--- src/rtl/seed_random_pkg.sv ---
// Shared types and constants for the seed_random card dealer family.
package seed_random_pkg;

  typedef enum logic [1:0] {IDLE, SEARCH, DONE} dealer_state_e;

  typedef struct packed {
    logic [7:0] card;
    logic [2:0] deck;
  } card_pos_t;

  localparam int          CARD_COUNT_DEF = 52;
  localparam logic [15:0] LFSR_RESET     = 16'hACE1;
  // Right-shift Galois form of taps 16,14,13,11
  localparam logic [15:0] LFSR_TAPS      = 16'hB400;

  // Card/deck of the next shoe slot; card wraps to 1 and carries into deck.
  function automatic card_pos_t pos_step(input card_pos_t p, input int unsigned card_count,
                                         input int unsigned decks);
    card_pos_t r;
    r = p;
    if (p.card == 8'(card_count)) begin
      r.card = 8'd1;
      r.deck = (p.deck == 3'(decks - 1)) ? 3'd0 : p.deck + 3'd1;
    end else begin
      r.card = p.card + 8'd1;
    end
    return r;
  endfunction

endpackage

--- src/rtl/seed_random_2_seed_gen.sv ---
// Free-running seed index with its card/deck fields. Define SEED_RANDOM_LFSR_EN
// to add a Galois LFSR that makes the index skip an extra slot on random cycles.
module seed_random_2_seed_gen
  import seed_random_pkg::*;
#(
  parameter int CARD_COUNT = CARD_COUNT_DEF,
  parameter int DECKS      = 1,
  parameter int N          = CARD_COUNT * DECKS,
  parameter int CW         = $clog2(N)
) (
  input  logic          clk_dl_i,
  input  logic          rst_dl_i,
  output logic [CW-1:0] cnt,
  output card_pos_t     cnt_pos
);

  logic [CW-1:0] idx1, idx_nxt;
  card_pos_t     pos1, pos_nxt;

  assign idx1 = (cnt == CW'(N - 1)) ? '0 : cnt + CW'(1);
  assign pos1 = pos_step(cnt_pos, CARD_COUNT, DECKS);

`ifdef SEED_RANDOM_LFSR_EN
  logic [15:0]   lfsr;
  logic [CW-1:0] idx2;
  card_pos_t     pos2;

  assign idx2    = (idx1 == CW'(N - 1)) ? '0 : idx1 + CW'(1);
  assign pos2    = pos_step(pos1, CARD_COUNT, DECKS);
  assign idx_nxt = lfsr[0] ? idx2 : idx1;
  assign pos_nxt = lfsr[0] ? pos2 : pos1;

  always_ff @(posedge clk_dl_i) begin
    if (!rst_dl_i) lfsr <= LFSR_RESET;
    else           lfsr <= {1'b0, lfsr[15:1]} ^ (lfsr[0] ? LFSR_TAPS : 16'h0);
  end
`else
  assign idx_nxt = idx1;
  assign pos_nxt = pos1;
`endif

  always_ff @(posedge clk_dl_i) begin
    if (!rst_dl_i) begin
      cnt     <= '0;
      cnt_pos <= '{card: 8'd1, deck: 3'd0};
    end else begin
      cnt     <= idx_nxt;
      cnt_pos <= pos_nxt;
    end
  end

endmodule

--- src/rtl/seed_random_2_dealer.sv ---
// Card dealer: draws undealt shoe slots starting at a free-running seed index,
// scanning forward past dealt slots. Optional SEED_RANDOM_LFSR_EN randomizes the seed.
module seed_random_2_dealer
  import seed_random_pkg::*;
#(
  parameter int CARD_COUNT = CARD_COUNT_DEF,
  parameter int DECKS      = 1
) (
  input  logic                                    clk_dl_i,
  input  logic                                    rst_dl_i,
  input  logic                                    req_i,
  input  logic                                    ack_i,
  input  logic                                    shuffle_i,
  output logic [7:0]                              card_o,
  output logic [2:0]                              deck_o,
  output logic                                    valid_o,
  output logic [$clog2(CARD_COUNT*DECKS+1)-1:0]   remaining_o,
  output logic                                    empty_o
);

  localparam int N  = CARD_COUNT * DECKS;
  localparam int CW = $clog2(N);
  localparam int RW = $clog2(N + 1);

  dealer_state_e state_q, state_d;
  logic [CW-1:0] cnt, ptr_q, ptr_nxt;
  card_pos_t     cnt_pos, ptr_pos_q;
  logic [N-1:0]  bitmap_q;
  logic          load, hit, adv;

  seed_random_2_seed_gen #(.CARD_COUNT(CARD_COUNT), .DECKS(DECKS)) u_seed (
    .clk_dl_i(clk_dl_i),
    .rst_dl_i(rst_dl_i),
    .cnt     (cnt),
    .cnt_pos (cnt_pos)
  );

  assign empty_o = (remaining_o == '0);
  assign ptr_nxt = (ptr_q == CW'(N - 1)) ? '0 : ptr_q + CW'(1);

  always_comb begin
    state_d = state_q;
    load    = 1'b0;
    hit     = 1'b0;
    adv     = 1'b0;
    if (shuffle_i) begin
      state_d = IDLE;
    end else begin
      case (state_q)
        IDLE: if (req_i && !empty_o) begin
          load    = 1'b1;
          state_d = SEARCH;
        end
        SEARCH: if (!bitmap_q[ptr_q]) begin
          hit     = 1'b1;
          state_d = DONE;
        end else begin
          adv = 1'b1;
        end
        DONE: if (ack_i) state_d = IDLE;
        default: state_d = IDLE;
      endcase
    end
  end

  always_ff @(posedge clk_dl_i) begin
    if (!rst_dl_i) begin
      state_q     <= IDLE;
      ptr_q       <= '0;
      ptr_pos_q   <= '{card: 8'd1, deck: 3'd0};
      bitmap_q    <= '0;
      remaining_o <= RW'(N);
      card_o      <= '0;
      deck_o      <= '0;
      valid_o     <= 1'b0;
    end else begin
      state_q <= state_d;
      if (shuffle_i) begin
        // Card fields intentionally hold their last value across a shuffle
        bitmap_q    <= '0;
        remaining_o <= RW'(N);
        valid_o     <= 1'b0;
      end else begin
        if (load) begin
          ptr_q     <= cnt;
          ptr_pos_q <= cnt_pos;
        end
        if (adv) begin
          ptr_q     <= ptr_nxt;
          ptr_pos_q <= pos_step(ptr_pos_q, CARD_COUNT, DECKS);
        end
        if (hit) begin
          bitmap_q[ptr_q] <= 1'b1;
          card_o          <= ptr_pos_q.card;
          deck_o          <= ptr_pos_q.deck;
          remaining_o     <= remaining_o - RW'(1);
          valid_o         <= 1'b1;
        end
        if (state_q == DONE && ack_i) valid_o <= 1'b0;
      end
    end
  end

endmodule

--- config.mk ---
export PLATFORM = sky130hd
export DESIGN_NAME = seed_random_2_dealer
export DESIGN_NICKNAME = d
export VERILOG_FILES = /design/src/rtl/seed_random_pkg.sv /design/src/rtl/seed_random_2_seed_gen.sv /design/src/rtl/seed_random_2_dealer.sv
export SDC_FILE = /design/constraint.sdc
export NUM_CORES = 1
export LEC_CHECK = 0
export CAP_MARGIN = 20
export CORE_MARGIN = 10
export CORE_UTILIZATION = 64
export CTS_CLUSTER_DIAMETER = 100
export DETAILED_ROUTE_END_ITERATION = 6
export PLACE_DENSITY = 0.84
export SLEW_MARGIN = 20
export SYNTH_ARGS = -nofsm -noshare
export SYNTH_HDL_FRONTEND = slang
export SYNTH_SLANG_ARGS = --single-unit
--- constraint.sdc ---
create_clock -name clk_dl_i -period 4.55 [get_ports clk_dl_i]
set_input_delay 0.455 -clock clk_dl_i [delete_from_list [all_inputs] [get_ports clk_dl_i]]
set_output_delay 0.455 -clock clk_dl_i [all_outputs]
set_load 0.005 [all_outputs]
# ---- Word level (Yosys, flattened, before mapping)
# Index checks and enable logic that the tools add are counted.
dict set report word_totals {
  output_inout_bits 19
  regBits 106
  inputBits 5
  wordCells 77
}
dict set report op_classes {
  order_cmp 2
  n_addsub 7
  n_reduce_logical 17
  muxes 26
  eq_ne 10
  n_bitwise 3
}
# op n
set op_table {}
lappend op_table {{OR 52 bit} 1}
lappend op_table {{two-way mux 11 bit} 2}
lappend op_table {{two-way mux 6 bit} 3}
lappend op_table {{adder 8 x 1 -> 8 bit, second input constant} 2}
lappend op_table {{equality test 8 x 6 -> 1 bit, second input constant} 2}
lappend op_table {{adder 6 x 1 -> 6 bit, second input constant} 2}
lappend op_table {{equality test 6 bit, second input constant} 2}
lappend op_table {{two-way mux 1 bit} 11}
lappend op_table {{two-way mux 3 bit} 3}
lappend op_table {{two-way mux 8 bit} 1}
lappend op_table {{less-than comparator 6 x 7 -> 1 bit, second input constant} 1}
lappend op_table {{adder 3 x 1 -> 3 bit, second input constant} 2}
lappend op_table {{binary-select mux 1 bit (select 6 bit)} 1}
lappend op_table {{demux 1 bit (select 6 bit)} 1}
lappend op_table {{>= comparator 6 x 1 -> 1 bit, second input constant} 1}
lappend op_table {{logical NOT 3 bit} 2}
lappend op_table {{logical NOT 6 bit} 1}
lappend op_table {{two-way mux 2 bit} 3}
lappend op_table {{!= test 2 bit, second input constant} 3}
lappend op_table {{one-hot mux 2 bit (3 select lines)} 1}
lappend op_table {{AND reduction 3 bit} 2}
lappend op_table {{OR reduction 2 bit} 3}
lappend op_table {{subtractor 6 x 1 -> 6 bit, second input constant} 1}
lappend op_table {{AND reduction 2 bit} 2}
lappend op_table {{9 further kinds} 12}

# ---- Logic depth before layout (Yosys ltp)
dict set report logic_depth {
  word_depth 8
  mapped_depth 11
  ltp_nobuf 8
}

# ---- Hierarchy
# A second synthesis with hierarchy kept.
dict set report hier_totals {
  cells_unflattened 577
  area_unflattened_um2 5056.1
}
# module cells_each area_per_inst_um2 instances seq_area_each_um2
set by_module_without_submodules {}
lappend by_module_without_submodules {seed_random_2_dealer 483 4249.1 1 1781.7}
lappend by_module_without_submodules {seed_random_2_seed_gen 94 807.0 1 340.3}

# ---- Least setup slack after synthesis
# Ideal clock, no wire load.
dict set report synth_path {
  kind {register to register}
  start {reg ptr_q[0]}
  end {reg card_o[7]}
  setup_ns 0.128
  n_path_buf 3
  path_stages_with_launch 11
  t_arrival_ns 2.357
  required_time_ns 4.422
  period_less_slack_ns 2.485
  setup_slack_ns 2.065
  cell_sequence {dfxtp_1 -> buf_6 -> and2_1 -> clkbuf_2 -> a221o_1 -> a222oi_1 -> o211ai_2 -> or4_1 -> buf_2 -> mux2i_1 -> nor2_1}
}
dict set report synth_via {
  elab_chain_cells 6
}
# item line_no
set synth_lines {}
lappend synth_lines {{start, declared} seed_random_2_dealer.sv:26} ;# logic [CW-1:0] cnt, ptr_q, ptr_nxt;
lappend synth_lines {{start signal, assigned} seed_random_2_dealer.sv:85} ;# ptr_q <= cnt;
lappend synth_lines {{start signal, assigned} seed_random_2_dealer.sv:89} ;# ptr_q <= ptr_nxt;
lappend synth_lines {{binary-select mux 1 bit (select 6 bit)} seed_random_2_dealer.sv:54} ;# SEARCH: if (!bitmap_q[ptr_q]) begin
lappend synth_lines {{two-way mux 1 bit (not written as such)} seed_random_2_dealer.sv:54}
lappend synth_lines {{two-way mux 1 bit} seed_random_2_dealer.sv:54}
lappend synth_lines {{two-way mux 1 bit} seed_random_2_dealer.sv:49} ;# case (state_q)
lappend synth_lines {{two-way mux 1 bit} seed_random_2_dealer.sv:46} ;# if (shuffle_i) begin
lappend synth_lines {{AND reduction 2 bit (no line)} n/a}
lappend synth_lines {{end signal, assigned} seed_random_2_dealer.sv:94} ;# card_o <= ptr_pos_q.card;
lappend synth_lines {{end, declared} seed_random_2_dealer.sv:14} ;# output logic [7:0] card_o,
# No other way between the ends. The select of a mux whose other input is x is not followed.
# A chain may end at the register's enable or synchronous reset.

# ---- Final worst setup path
dict set report layout_path {
  start {reg ptr_q[2]}
  end {reg remaining_o[4]}
}
dict set report layout_via {
  elab_chain_cells 5
}
# item line_no
set layout_lines {}
lappend layout_lines {{binary-select mux 1 bit (select 6 bit)} seed_random_2_dealer.sv:54}
lappend layout_lines {{two-way mux 1 bit (not written as such)} seed_random_2_dealer.sv:54}
lappend layout_lines {{two-way mux 1 bit} seed_random_2_dealer.sv:54}
lappend layout_lines {{two-way mux 1 bit} seed_random_2_dealer.sv:49}
lappend layout_lines {{two-way mux 1 bit} seed_random_2_dealer.sv:46}
lappend layout_lines {{end signal, assigned} seed_random_2_dealer.sv:72} ;# remaining_o <= RW'(N);
lappend layout_lines {{end signal, assigned} seed_random_2_dealer.sv:81} ;# remaining_o <= RW'(N);
lappend layout_lines {{end signal, assigned} seed_random_2_dealer.sv:96} ;# remaining_o <= remaining_o - RW'(1);
lappend layout_lines {{end, declared} seed_random_2_dealer.sv:17} ;# output logic [$clog2(CARD_COUNT*DECKS+1)-1:0] remaining_o,
# No other way between the ends. The select of a mux whose other input is x is not followed.

==> metrics.txt <==
sequence of cells on the critical path buf_4 > mux2_2 > a222oi_1 > o211ai_2 > nor4_4 > buf_12 > and4_1 > o21ai_1; Peak Freq about 280 MHz; vias in the first global route between 4000 and 5000; Syn Inst Count 577; crit path max fanout 26; final clock skew around 0.011 ns; Min-Delay Path Class reg2reg; post-synthesis sequential area ratio 43.3%; Slowest cell on crit path dfxtp_1; Max-Cap Viols 0; Synth cell types 62; Leak just under 2 nW; drc violations 0; Mean Syn Cell Area between 8 and 9 sq um; adder-cell share of the synthesized area between 2 and 3%; Synth Area in XOR/XNOR 2.14%; Die Wd 108 um; setup TNS 0 ns; min Tclk post-route around 3.6 ns; post_cts resized 0; pin count of the biggest net entering global routing 33; number of placed I/O pins 24; pwr/cell area roughly 310 mW/mm^2; Sink Count between 100 and 150; Overall Global Routing Usage 20.4%; vias per inst about 6; Inserted Clock Buffers 9; RSZ-0062 raised after global routing no; synthesized area about 0.0049 sq mm; count of state elements after synthesis roughly 110; gpl congestion between 0.9 and 1; vias post-DR 4254; initial antenna violation count 0; WS Path Type reg2reg; first-pass GRT wire length a little under 20 mm; arrival time at the worst endpoint between 3 and 4 ns; CP Capture Type flop; VDD IR max between 200 and 250 uV; port buffer count 23; mux contribution to synthesized area under 10%; core area around 0.0074 sq mm; FF-to-FF path depth 8; Layout Nets ~600; Buffers & Inverters on Critical Path 2; critical path's largest stage delay about 0.79 ns; commonest non-fill, non-tap cells in the layout dfxtp_1, nand2_1, nor2_1; setup violators final 0; placed instance count a little under 700; number of synthesized flops with an enable pin 0; post-synthesis simple-gate area fraction 23.8%; syn nets around 590; Final Hold Violating Endpoints 0; Worst path depth 8; Compound-Gate Fraction of Synth Area between 10% and 20%; row cnt 31; startpoint types flop; Max-Slew Margin vs Limit roughly 46%; Final Non-Filler Cells 689; CTS Buffer Depth 2; most common cell after layout, fill and taps aside dfxtp_1; Initial Util 66.5%; share of cells above drive strength 1 approximately 7.8%; die area between 0.01 and 0.015 sq mm; Worst-path clk slew ~0.1 ns; initial drt markers between 200 and 300; Post-CTS Repair Setup Buffers 0; ys flop type dfxtp_1; Worst Max-Slew Pin Slew ~0.81 ns; max-slew violation count 0; CP top delay family simple AND/OR/NAND/NOR gates; Die Y ~110 um; GR Overflow Total 0; Synth warnings 0; htree depth 3; synthesis-to-finish area growth 10.0%; largest family of logic cells by synthesized area simple AND/OR/NAND/NOR gates; wire length per cell approximately 17 um; status finished, final reports clean; drt total wl 11.7 mm; DRT antenna net count 0; root buffer cell clkbuf_8; CTS Hold Buffers Added 0; clk_lat worst skew roughly 0.36 ns; CP required 4.78 ns; DRT Pass-1 Iters 6; ANT cells 0; CTS tree yes; final period utilization 78.4%; worst hold stages 2; Synth async-reset ratio 0%; Final HPWL DP about 8.2 mm
[final timing paths]
path | start | endpoint | slack (ns)
worst max register to register | ptr_q[2]$_SDFFE_PN0P_ | remaining_o[4]$_SDFFE_PP1P_ | 0.98
worst min-delay path | bitmap_q[42]$_SDFFE_PP0P_ | bitmap_q[42]$_SDFFE_PP0P_ | 0.45
worst max-delay path | ptr_q[2]$_SDFFE_PN0P_ | remaining_o[4]$_SDFFE_PP1P_ | 0.98
worst min register to register | bitmap_q[42]$_SDFFE_PP0P_ | bitmap_q[42]$_SDFFE_PP0P_ | 0.45
[Yosys cell counts (7+ instances only)]
cell type	number	share of area, %
a21oi_1	10	1.0
a31oi_1	17	2.2
and3_1	10	1.3
buf_2	7	0.71
clkbuf_1	18	1.4
dfxtp_1	106	43
ha_1	11	2.8
inv_1	18	1.4
mux2_2	7	1.6
mux2i_1	14	2.9
nand2_1	90	6.9
nand3_1	22	2.2
nand4_1	8	1.0
nor2_1	61	4.7
nor2b_1	7	0.89
nor3_1	9	0.92
o21ai_0	16	1.6
o21ai_1	45	4.6
[per-stage QoR]
stage / util [%] / total power [W] / hold WS [ns] / setup WS (ns) / instance area, sq um
2_1_floorplan: - / 0.00104 / 0.406 / 2.06 / 4900
3_3_place_gp: 70.3 / 0.00106 / 0.429 / 1.20 / 5180
3_5_place_dp: 70.3 / 0.00107 / 0.443 / 1.06 / 5180
4_1_cts: 73.2 / 0.00168 / 0.456 / 1.06 / 5390
5_1_grt: 73.2 / 0.00173 / 0.472 / 0.842 / 5390
6_report: 73.2 / 0.00168 / 0.453 / 0.981 / 5390
[per-layer routing]
| metal | vias up | GRT usage, % | routed length, um |
|---|---|---|---|
| met4 | 0 | 8.87 | 364 |
| li1 | 2065 | - | - |
| met5 | - | 0 | 0 |
| met1 | 2013 | 23.7 | 4860 |
| met3 | 33 | 4.73 | 597 |
| met2 | 143 | 35.0 | 5920 |
[sequential cells by signal (all words and copies together), names as in the netlist, 3 cells and up]
signal and flops:
u_seed.cnt 6, bitmap_q 52, ptr_pos_q 11, ptr_q 6
deck_o 3, u_seed.cnt_pos 11, card_o 8, remaining_o 6
[final cells by class]
| cell class | count | area, sq um |
|---|---|---|
| Clock buffer | 10 | 138 |
| Multi-Input combinational cell | 420 | 2560 |
| Tap cell | 99 | 124 |
| Sequential cell | 106 | 2120 |
| Inverter | 19 | 71.3 |
| Clock inverter | 4 | 76.3 |
| Fill cell | 580 | 1980 |
| Timing Repair Buffer | 31 | 303 |
[power by group]
group          switching, W  internal [W]
Sequential        0.0000181      0.000939
Combinational     0.0000582     0.0000337
Clock              0.000306      0.000321
[worst register-to-register path, stage by stage, from the launching register on]
cell	delay [ns]
dfxtp_1	0.79
buf_4	0.36
mux2_2	0.36
a222oi_1	0.46
o211ai_2	0.25
nor4_4	0.67
buf_12	0.27
and4_1	0.23
o21ai_1	0.06
[logic make-up (layout without fill, tap and decap cells)]
kind of cell,count (synthesis),count (layout)
xor+xnor,12,12
mux,24,24
compound gates,131,131
flops,106,106
simple gates,242,242
fa+ha+maj,11,11
buf+inv,51,64
Note: power is estimated with default switching activity, not from simulation.
